### config.mk
export PLATFORM = sky130hd
export DESIGN_NAME = sequenciador_display_usuario
export DESIGN_NICKNAME = d
export VERILOG_FILES = /design/src/rtl/sequenciador_display_usuario.sv
export SDC_FILE = /design/constraint.sdc
export NUM_CORES = 1
export LEC_CHECK = 0
export CAP_MARGIN = 25
export CORE_MARGIN = 5
export CORE_UTILIZATION = 44
export CTS_BUF_LIST = sky130_fd_sc_hd__clkbuf_8
export DETAILED_ROUTE_END_ITERATION = 8
export GPL_TIMING_DRIVEN = 0
export HOLD_SLACK_MARGIN = 0.02
export SLEW_MARGIN = 20
export SYNTH_ARGS = -nofsm -noshare
export SYNTH_HDL_FRONTEND = slang
export SYNTH_SLANG_ARGS = --single-unit
### constraint.sdc
create_clock -name clock -period 3.6 [get_ports clock]
set_input_delay 0.72 -clock clock [delete_from_list [all_inputs] [get_ports clock]]
set_output_delay 0.72 -clock clock [all_outputs]
set_load 0.02 [all_outputs]
### src/rtl/sequenciador_display_usuario.sv
// User-session sequencer feeding the 7-segment decoder's User[2:0] input.
// Optional macro PILOTO_AUTOMATICO_EN: when defined, code 111 (autopilot) is a valid session code.
module sequenciador_display_usuario #(
    parameter int TIMEOUT     = 1000,
    parameter int BLINK_HALF  = 25,
    parameter int ERR_CYCLES  = 200,
    parameter int MAX_FAIL    = 3,
    parameter int LOCK_CYCLES = 2000
) (
    input  logic       clock,
    input  logic       reset,
    input  logic [2:0] codigo_in,
    input  logic       confirmar,
    output logic [2:0] disp_code,
    output logic       sessao_ativa,
    output logic       bloqueado,
    output logic [1:0] estado
);

    typedef enum logic [1:0] {
        S_IDLE    = 2'b00,
        S_ACTIVE  = 2'b01,
        S_INVALID = 2'b10,
        S_LOCKED  = 2'b11
    } state_t;

    localparam logic [15:0] TIMEOUT_LAST = 16'(TIMEOUT - 1);
    localparam logic [15:0] BLINK_LAST   = 16'(BLINK_HALF - 1);
    localparam logic [15:0] ERR_LAST     = 16'(ERR_CYCLES - 1);
    localparam logic [15:0] LOCK_LAST    = 16'(LOCK_CYCLES - 1);
    localparam logic [15:0] FAIL_LIMIT   = 16'(MAX_FAIL);
    localparam logic [2:0]  LOCK_DISPLAY = 3'b010;

    state_t      r_state;
    state_t      w_nextState;
    logic [15:0] r_cnt;
    logic [15:0] w_nextCnt;
    logic [15:0] r_blinkCnt;
    logic [15:0] w_nextBlinkCnt;
    logic        r_blinkOdd;
    logic        w_nextBlinkOdd;
    logic [15:0] r_failCnt;
    logic [15:0] w_nextFailCnt;
    logic [15:0] w_failInc;
    logic [2:0]  r_code;
    logic [2:0]  w_nextCode;
    logic        r_confPrev;
    logic        w_confEvent;
    logic        w_codeValid;
    logic        w_codeNeutral;
    logic [2:0]  r_dispCode;
    logic [2:0]  w_nextDisp;
    logic        r_sessao;
    logic        r_bloqueado;
    logic [1:0]  r_estado;

    function automatic logic isValidCode(input logic [2:0] code);
        logic valid;
        case (code)
            3'b001, 3'b011, 3'b101, 3'b110: valid = 1'b1;
`ifdef PILOTO_AUTOMATICO_EN
            3'b111:                         valid = 1'b1;
`else
            3'b111:                         valid = 1'b0;
`endif
            default:                        valid = 1'b0;
        endcase
        return valid;
    endfunction

    assign w_confEvent   = confirmar & ~r_confPrev;
    assign w_codeValid   = isValidCode(codigo_in);
    assign w_codeNeutral = (codigo_in == 3'b000);
    assign w_failInc     = r_failCnt + 16'd1;

    // One shared counter serves as inactivity timer, INVALID phase or lock timer,
    // since only one of them is live in any given state.
    always_comb begin
        w_nextState    = r_state;
        w_nextCnt      = r_cnt;
        w_nextBlinkCnt = r_blinkCnt;
        w_nextBlinkOdd = r_blinkOdd;
        w_nextFailCnt  = r_failCnt;
        w_nextCode     = r_code;
        case (r_state)
            S_IDLE: begin
                if (w_confEvent) begin
                    if (w_codeValid) begin
                        w_nextCode    = codigo_in;
                        w_nextFailCnt = 16'd0;
                        w_nextCnt     = 16'd0;
                        w_nextState   = S_ACTIVE;
                    end else if (!w_codeNeutral) begin
                        w_nextFailCnt  = w_failInc;
                        w_nextCnt      = 16'd0;
                        w_nextBlinkCnt = 16'd0;
                        w_nextBlinkOdd = 1'b0;
                        if (w_failInc == FAIL_LIMIT) begin
                            w_nextState = S_LOCKED;
                        end else begin
                            w_nextState = S_INVALID;
                            w_nextCode  = codigo_in;
                        end
                    end
                end
            end
            S_ACTIVE: begin
                if (w_confEvent) begin
                    w_nextCnt = 16'd0;
                    if (w_codeValid) begin
                        w_nextCode = codigo_in;
                    end else if (w_codeNeutral) begin
                        w_nextState = S_IDLE;
                    end
                end else if (r_cnt == TIMEOUT_LAST) begin
                    w_nextCnt   = 16'd0;
                    w_nextState = S_IDLE;
                end else begin
                    w_nextCnt = r_cnt + 16'd1;
                end
            end
            S_INVALID: begin
                if (r_cnt == ERR_LAST) begin
                    w_nextCnt   = 16'd0;
                    w_nextState = S_IDLE;
                end else begin
                    w_nextCnt = r_cnt + 16'd1;
                    if (r_blinkCnt == BLINK_LAST) begin
                        w_nextBlinkCnt = 16'd0;
                        w_nextBlinkOdd = ~r_blinkOdd;
                    end else begin
                        w_nextBlinkCnt = r_blinkCnt + 16'd1;
                    end
                end
            end
            S_LOCKED: begin
                if (r_cnt == LOCK_LAST) begin
                    w_nextCnt     = 16'd0;
                    w_nextFailCnt = 16'd0;
                    w_nextState   = S_IDLE;
                end else begin
                    w_nextCnt = r_cnt + 16'd1;
                end
            end
            default: begin
                w_nextState = S_IDLE;
            end
        endcase
    end

    // Display value is decided from the upcoming state so the output registers
    // change on the same edge that samples the confirm event.
    always_comb begin
        w_nextDisp = 3'b000;
        case (w_nextState)
            S_ACTIVE:  w_nextDisp = w_nextCode;
            S_INVALID: w_nextDisp = w_nextBlinkOdd ? 3'b000 : w_nextCode;
            S_LOCKED:  w_nextDisp = LOCK_DISPLAY;
            default:   w_nextDisp = 3'b000;
        endcase
    end

    always_ff @(posedge clock or posedge reset) begin
        if (reset) begin
            r_state     <= S_IDLE;
            r_cnt       <= 16'd0;
            r_blinkCnt  <= 16'd0;
            r_blinkOdd  <= 1'b0;
            r_failCnt   <= 16'd0;
            r_code      <= 3'b000;
            r_confPrev  <= 1'b0;
            r_dispCode  <= 3'b000;
            r_sessao    <= 1'b0;
            r_bloqueado <= 1'b0;
            r_estado    <= 2'b00;
        end else begin
            r_state     <= w_nextState;
            r_cnt       <= w_nextCnt;
            r_blinkCnt  <= w_nextBlinkCnt;
            r_blinkOdd  <= w_nextBlinkOdd;
            r_failCnt   <= w_nextFailCnt;
            r_code      <= w_nextCode;
            r_confPrev  <= confirmar;
            r_dispCode  <= w_nextDisp;
            r_sessao    <= (w_nextState == S_ACTIVE);
            r_bloqueado <= (w_nextState == S_LOCKED);
            r_estado    <= w_nextState;
        end
    end

    assign disp_code    = r_dispCode;
    assign sessao_ativa = r_sessao;
    assign bloqueado    = r_bloqueado;
    assign estado       = r_estado;

endmodule

# Word-level counts from Yosys, hierarchy flattened
# Index checks and enable logic that the tools add are counted.
[word_totals] regBits=60 input_bits=6 out_inout_bits=7 elab_cells=90
[op_classes] n_addsub=3 eq_ne=21 n_mux=45 bitwise_logic=3 n_reduce_logical=8
[ops] op="$mux W16" n=15
[ops] op="$pmux W16 S2" n=2
[ops] op="$pmux W16 S4" n=1
[ops] op="$add A16 B1 Y16 const B" n=3
[ops] op="$mux W3" n=7
[ops] op="$mux W2" n=9
[ops] op="$eq A16 B10 Y1 const B" n=1
[ops] op="$eq A16 B11 Y1 const B" n=1
[ops] op="$eq A16 B2 Y1 const B" n=1
[ops] op="$eq A16 B5 Y1 const B" n=1
[ops] op="$eq A16 B8 Y1 const B" n=1
[ops] op="$ne A2 B2 Y1 const B" n=5
[ops] op="$pmux W3 S3" n=1
[ops] op="$eq A2 B2 Y1 const B" n=4
[ops] op="$pmux W2 S4" n=1
[ops] op="$mux W1" n=7
[ops] op="$eq A3 B3 Y1 const B" n=2
[ops] op="$pmux W3 S2" n=1
[ops] op="$reduce_and A5 Y1" n=1
[ops] op="$eq A2 B1 Y1 const B" n=2
[ops] op="$reduce_and A4 Y1" n=1
[ops] op="$reduce_bool A2 Y1" n=2
[ops] op="$reduce_or A4 Y1" n=1
[ops] op="$eq A3 B1 Y1 const B" n=1
[ops] op="8 further kinds" n=9

# Longest topological paths before layout
# Gate-level depths: netlist of the first run.
[logic_depth] word_depth=9 depth_mapped=11 ltp_nobuf=10

# Worst setup path before layout of the first run
# No wires, ideal clock.
[synth_timing] kind="reg-to-reg" from="register r_failCnt[0]" to="register r_dispCode[0] (netlist: disp_code[0])" setup_ns=0.107 arrival_time_ns=2.449 slack_ns=1.044 path_stages_with_launch=10 path_buffers=0 period_less_slack_ns=2.556 cell_sequence="dfrtp_1 ha_1 nand4_2 nor3_2 nand4b_1 a2111oi_2 nor4b_4 o21ai_1 and4_4 a2111oi_4"
[synth_via] elab_chain_cells=9
[synth_rtl] item="start, declared" line_no="42" rtl="logic [15:0] r_failCnt;"
[synth_rtl] item="start signal, assigned" line_no="181" rtl="r_failCnt <= w_nextFailCnt;"
[synth_rtl] item="$add A16 B1 Y16 (*)" line_no="74" rtl="assign w_failInc = r_failCnt + 16'd1;"
[synth_rtl] item="$eq A16 B2 Y1 (*)" line_no="98" rtl="if (w_failInc == FAIL_LIMIT) begin"
[synth_rtl] item="$mux W1 / $mux W3 (equally long branches)" line_no="98"
[synth_rtl] item="$mux W2 / $mux W3 (equally long branches)" line_no="93" rtl="end else if (!w_codeNeutral) begin"
[synth_rtl] item="$mux W2 / $mux W3 (equally long branches)" line_no="88" rtl="if (w_codeValid) begin"
[synth_rtl] item="$mux W2 / $mux W3 (equally long branches)" line_no="87" rtl="if (w_confEvent) begin"
[synth_rtl] item="$pmux W2 S4 / $pmux W3 S2 (equally long branches)" line_no="85" rtl="case (r_state)"
[synth_rtl] item="$eq A2 B2 Y1 (tied with other cells)" line_no="155" rtl="case (w_nextState)"
[synth_rtl] item="$pmux W3 S3 (*)" line_no="155"
[synth_rtl] item="named net w_nextDisp[0]" line_no="52" rtl="logic [2:0] w_nextDisp;"
[synth_rtl] item="end signal, assigned" line_no="184" rtl="r_dispCode <= w_nextDisp;"
[synth_rtl] item="end, declared" line_no="51" rtl="logic [2:0] r_dispCode;"
# Mark *: on every way through the listed nets, which the timed path passes. The rest lies on a longest branch.
# A chain may end at the register's enable or synchronous reset.

# Worst setup path in the final report of the first run
[layout_timing] from="input confirmar" to="register r_blinkCnt[10]"
[layout_via] elab_chain_cells=3
[layout_rtl] item="start, declared" line_no="13" rtl="input logic confirmar,"
[layout_rtl] item="$and A1 B1 Y1" line_no="71" rtl="assign w_confEvent = confirmar & ~r_confPrev;"
[layout_rtl] item="$ne A2 B2 Y1 (no source line)"
[layout_rtl] item="$reduce_and A5 Y1 (no source line)"
[layout_rtl] item="end signal, assigned" line_no="179" rtl="r_blinkCnt <= w_nextBlinkCnt;"
[layout_rtl] item="end, declared" line_no="38" rtl="logic [15:0] r_blinkCnt;"
# Every way passes these cells.

==> flow_summary_export.csv, run 1 <==
group,metric,value,unit
power,p_per_area,579,nW/µm²
status,status,"complete, no violations",
setup_path,worst_setup_path_end_kind,"flop",
synthesis,syn_area,3660,µm²
floorplan,die_area,10200,µm²
floorplan,core,8180,µm²
job,drv_cap,0,
timing,hold_violations,0,
cts,htree_levels,3,
cts,cts_resized,0,
finish,final_cells,561,
cts,cts_setup_buffers,0,
setup_path,required,3.86,ns
setup_path,reg2reg_from,"r_failCnt[0]$_DFFE_PP0P_",
synthesis,synth_most_common_cell,"o21ai_0",
setup_path,cp-startpoint,"confirmar",
floorplan,fp-row-count,33,
global_route,grtUsageTotal,17.1,%
timing,slew_headroom,46.2,%
setup_path,r2r-end,"disp_code[0]$_DFF_PP0_",
drt,vias_per_cell,5.71,
drt,route.detailed.drc,0,
floorplan,fp.dieH,101,µm
timing,slew_violations,0,
placement,io_buffers,9,
drt,post_drt_wl_per_cell,14.4,µm
timing,tightestPinTransition,0.806,ns
synthesis,synth_cells,431,
setup_path,critPathCapture,"r_blinkCnt[10]$_DFFE_PP0P_",
synthesis,synth_edf_count,0,
global_route,grt_first_pass_wirelength,14100,µm
drt,drt-initial-drc-count,134,
placement,placed_cells,546,
power,vdd_drop_max,0.000357,V
worst_hold_path,min_path_type,"reg2reg",
floorplan,die_w,101,µm
floorplan,num_io_pins,13,
cts,cts-root-buf,"clkbuf_8",
setup_path,cp.arrival,3.23,ns
drt,postRouteAntennaNets,0,
finish,fillCellCount,782,
timing,fmax,336,MHz
cts,clk-insertion-delay-late,0.33,ns
cts,tritoncts,"built",
drt,wl,8050,µm
setup_path,critPathMaxFanout,10,
worst_hold_path,min-delay-start,"r_cnt[15]$_DFFE_PP0P_",
synthesis,synth_top_flop_cell,"dfrtp_1",
drt,first_pass_iters,4,
setup_path,rr_worst_depth,9,
timing,finalClockSkew,0.00855,ns
synthesis,ys_seq_elements,60,
global_route,grt_antenna_before_repair,0,
timing,grt_setup_unrepaired,"false",
timing,final.period_utilization,82.6,%
cts,ctsHoldBuffers,0,
synthesis,yosysSeqAreaShare,41.1,%
synthesis,ys_warn_count,0,
cts,cts.reportedPaths.clkPinSlew,0.07,ns
synthesis,syn_nets,442,
cts,cts_made_buffers,9,
global_route,grt_overflow,0,
timing,setup_violations,0,
setup_path,worstSetupPathType,"in2reg",
synthesis,yosysUniqueCellTypes,61,
finish,drive_gt1_share,8.33,%
global_route,grt_pass1_vias,3001,
floorplan,initial_core_util,44.7,%
cts,clock-sinks,60,
timing,layout_min_cycle_time,2.98,ns
placement,hpwl,5530,µm
drt,num_vias,3204,
cts,cts_buffer_depth,2,
synthesis,yosys-top-cells-count,"o21ai_0 (69), dfrtp_1 (60), nand2_1 (54)",
timing,holdWs,0.506,ns
synthesis,syn_area_per_cell,8.49,µm²
synthesis,synthTopCellsByArea,"dfrtp_1 (41%), o21ai_0 (9.4%), nand2_1 (5.5%), nor2_1 (3.9%), o31ai_1 (2.9%)",
power,p_leak,1.74,nW
placement,gp_congestion,0.816,
setup_path,start_kind,"primary input",
finish,antenna_cells,0,
timing,fin_setup_tns,0,ns
finish,fin_nets,463,
finish,syn_to_final_growth,12.4,%
global_route,grt_max_degree,52,
synthesis,yosysTopAreaCellShare,41.1,%
synthesis,synth_largest_area_cell,"dfrtp_1",
synthesis,synthArstFlopShare,100,%
setup_path,reg2reg_slack,0.64,ns
-- metal layers --
| layer | GRT usage, % | wire [µm] |
|---|---|---|
| met5 | 0 | 0 |
| met1 | 24.4 | 4090 |
| met4 | 7.46 | 136 |
| met3 | 2.82 | 224 |
| met2 | 25.5 | 3600 |
-- metrics by stage --
stage | utilization (%) | setup slack [ns] | power [mW] | area [µm²]
2_1_floorplan | - | 1.04 | 1.50 | 3660
3_3_place_gp | 47.4 | 0.204 | 1.75 | 3880
3_5_place_dp | 47.8 | 0.226 | 1.77 | 3910
4_1_cts | 50.3 | 0.590 | 2.40 | 4110
5_1_grt | 50.3 | 0.247 | 2.56 | 4110
6_report | 50.3 | 0.625 | 2.38 | 4110
-- registers in the layout, summed over array words and instances (netlist names) --
signal	count
r_cnt	16
r_blinkOdd	1
bloqueado	1
disp_code	3
sessao_ativa	1
estado	2
r_confPrev	1
r_code	3
r_blinkCnt	16
r_failCnt	16
-- layout make-up --
cell class	count	area (µm²)	share of cell area, %
multi-input combinational	334	1980	48.3
sequential	60	1500	36.5
clock buffer	12	165	4.02
tap	105	131	3.20
buffer	24	123	2.98
timing repair buffer	10	118	2.86
inverter	13	51.3	1.25
clock inverter	3	37.5	0.913
-- layout by cell type, fill, tap and decap left out, types with 3 or more instances in the layout --
| cell | n |
|---|---|
| nor2_1 | 38 |
| dfrtp_1 | 60 |
| a21oi_1 | 9 |
| and3_1 | 13 |
| nand3_1 | 17 |
| a31oi_1 | 5 |
| nand4_1 | 8 |
| nand2_1 | 54 |
| clkdlybuf4s50_1 | 9 |
| inv_1 | 14 |
| nor2b_1 | 8 |
| mux2i_1 | 5 |
| nor3_1 | 7 |
| o31ai_1 | 14 |
| clkbuf_8 | 13 |
| and2_1 | 6 |
| ha_1 | 5 |
| o21a_1 | 4 |
| o21ai_0 | 69 |
| clkbuf_1 | 17 |
| or3_1 | 3 |
| nor4_1 | 7 |
| nand2b_1 | 7 |
| buf_2 | 3 |
| and4_1 | 3 |
| o41ai_1 | 5 |
| xor2_1 | 8 |
-- worst max-delay path, stage by stage --
cell and delay, ns:
clkdlybuf4s50_1 0.49, nor2b_1 0.13, clkbuf_1 0.27, o2111ai_1 0.47, and2_1 0.36, nor2_1 0.15, clkbuf_1 0.40, nand2_1 0.09
o21ai_0 0.15
-- where the power goes --
group          switching [mW]  total [mW]  internal [mW]
sequential             0.0874       0.868          0.781
combinational           0.550       0.887          0.338
clock                   0.259       0.627          0.368
total                   0.896        2.38           1.49
-- kinds of logic after synthesis --
| group | synth area share (%) |
|---|---|
| buffers and inverters | 4.69 |
| AND/OR/NAND/NOR | 27.9 |
| XOR/XNOR | 2.39 |
| flip-flops | 41.1 |
| AO/OA/AOI/OAI | 20.9 |
| multiplexers | 1.37 |
| adder cells (fa/ha/maj) | 1.71 |
-- how the worst min path moves through the flow --
stage	end	cells past startpoint	slack, ns
6_report	r_cnt[15]$_DFFE_PP0P_	1	0.51
5_1_grt	r_cnt[15]$_DFFE_PP0P_	1	0.52
4_1_cts	r_cnt[15]$_DFFE_PP0P_	1	0.51
3_5_place_dp	r_cnt[15]$_DFFE_PP0P_	1	0.50
3_3_place_gp	r_cnt[15]$_DFFE_PP0P_	1	0.49
2_1_floorplan	r_cnt[15]$_DFFE_PP0P_	1	0.45
Note: power is estimated with default switching activity, not from simulation.
==> inputs of run 2 (changes only) <==
- clock period: 3.6 -> 2.65 ns (I/O delays scaled with it)
==> run 2 against run 1 <==
  * Register-to-register slack worse by 0.53 ns
  * Critical path depth stayed put
  * Combinational power is 54% higher
  * Global-route usage is 0.49 points higher
  * Critical path type is now reg2reg
  * Largest cell class unchanged
  * Largest power group unchanged
==> flow_summary_export.csv, run 2 (same netlist as run 1, synthesis figures left out) <==
group,metric,value,unit
status,status,"complete, no violations",
floorplan,initial_core_util,44.7,%
timing,holdWs,0.442,ns
drt,vias_per_cell,5.71,
setup_path,r2r-end,"r_code[0]$_DFF_PP0_",
cts,cts-root-buf,"clkbuf_8",
floorplan,fp.dieH,101,µm
global_route,grt_overflow,0,
timing,fmax,394,MHz
setup_path,rr_worst_depth,9,
timing,tightestPinTransition,0.489,ns
power,total_power,3.39,mW
finish,final_cell_mix,"o21ai_0 (69), dfrtp_1 (57), nand2_1 (54)",
setup_path,reg2reg_slack,0.11,ns
cts,cts_made_buffers,9,
finish,drive_gt1_share,13.9,%
setup_path,cp.arrival,2.74,ns
placement,gp_congestion,0.816,
power,vdd_drop_max,0.000499,V
placement,placed_cells,546,
power,p_leak,1.80,nW
finish,multi_input_area,2120,µm²
floorplan,fp-row-count,33,
drt,drt-initial-drc-count,123,
finish,antenna_cells,0,
setup_path,reg2reg_from,"r_failCnt[0]$_DFFE_PP0P_",
global_route,grtUsageTotal,17.5,%
timing,layout_min_cycle_time,2.54,ns
placement,hpwl,5530,µm
finish,fin_util,52.5,%
placement,placed_area,3910,µm²
timing,hold_violations,0,
setup_path,start_kind,"flop",
placement,place_ws,-0.534,ns
cts,ctsHoldBuffers,0,
finish,fin_nets,466,
floorplan,die_w,101,µm
setup_path,critPathMaxFanout,8,
timing,slew_headroom,67.4,%
global_route,grt_pass1_vias,3054,
drt,num_vias,3221,
floorplan,core,8180,µm²
setup_path,cp-startpoint,"r_failCnt[0]$_DFFE_PP0P_",
timing,grt_setup_unrepaired,"true",
timing,setup_slack,0.110,ns
drt,postRouteAntennaNets,0,
cts,clock-sinks,60,
timing,finalClockSkew,0.0104,ns
global_route,grt_first_pass_wirelength,14500,µm
global_route,grt_antenna_before_repair,0,
job,drv_cap,0,
drt,route.detailed.drc,0,
finish,reg_top3,"r_blinkCnt (16), r_cnt (16), r_failCnt (16)",
finish,fin_area,4290,µm²
timing,slew_violations,0,
finish,final_cells,564,
floorplan,die_area,10200,µm²
drt,first_pass_iters,4,
drt,wl,8310,µm
setup_path,worstSetupPathType,"reg2reg",
setup_path,worst_setup_path_end_kind,"flop",
timing,setup_violations,0,
setup_path,required,2.85,ns
timing,final.period_utilization,95.9,%
global_route,grt_max_degree,52,
cts,cts_buffer_depth,2,
power,p_per_area,790,nW/µm²
timing,fin_setup_tns,0,ns
cts,htree_levels,3,
floorplan,num_io_pins,13,
finish,fillCellCount,764,
drt,post_drt_wl_per_cell,14.7,µm
finish,ff_latch_area,1510,µm²
cts,cts.reportedPaths.clkPinSlew,0.07,ns
cts,clk-insertion-delay-late,0.34,ns
finish,syn_to_final_growth,17.3,%
cts,tritoncts,"built",
finish,final_common_cell,"o21ai_0",
worst_hold_path,min_path_type,"in2async",
placement,io_buffers,9,
-- run 2: layout make-up --
class                   count  share of cell area, %
flip-flops and latches     60                   35.1
repair buffers             15                   3.62
inverters                  13                   1.20
clock inverters             3                  0.875
plain buffers              22                   2.80
well taps                 105                   3.06
clock buffers              12                   3.85
multi-input cells         334                   49.5
-- run 2: routing by layer --
layer | up-vias | track usage [%] | wire length [µm]
li1 | 1608 | - | -
met2 | 44 | 26.4 | 3840
met5 | - | 0 | 0
met3 | 13 | 2.75 | 214
met4 | 0 | 7.57 | 139
met1 | 1556 | 25.1 | 4110
-- run 2: report_power, final --
| group | switching [mW] | internal (mW) |
|---|---|---|
| sequential | 0.106 | 1.06 |
| clock | 0.355 | 0.500 |
| combinational | 0.818 | 0.547 |
-- run 2: what timing repair did --
action,4_1_cts,5_1_grt
pin swaps,3,10
buffers inserted,3,2
setup endpoints to repair,33,34
gates resized for setup,11,22
-- run 2: worst max-delay path by stage --
stage                     depth (start not counted)                         to
final                                             9        r_code[0]$_DFF_PP0_
after global placement                            2     disp_code[2]$_DFF_PP0_
after CTS                                         9     disp_code[0]$_DFF_PP0_
after global routing                              9     disp_code[0]$_DFF_PP0_
after floorplan                                   9     disp_code[0]$_DFF_PP0_
after detailed placement                          9  r_blinkCnt[6]$_DFFE_PP0P_
-- run 2: critical path, stage by stage (launching register included) --
cell and delay, ns:
dfrtp_2 0.39, buf_4 0.16, nand2_4 0.09, or3_4 0.42, mux2i_1 0.18, a2111oi_4 0.28
nor4b_4 0.41, a21o_2 0.22, and2b_2 0.18, a211oi_1 0.08
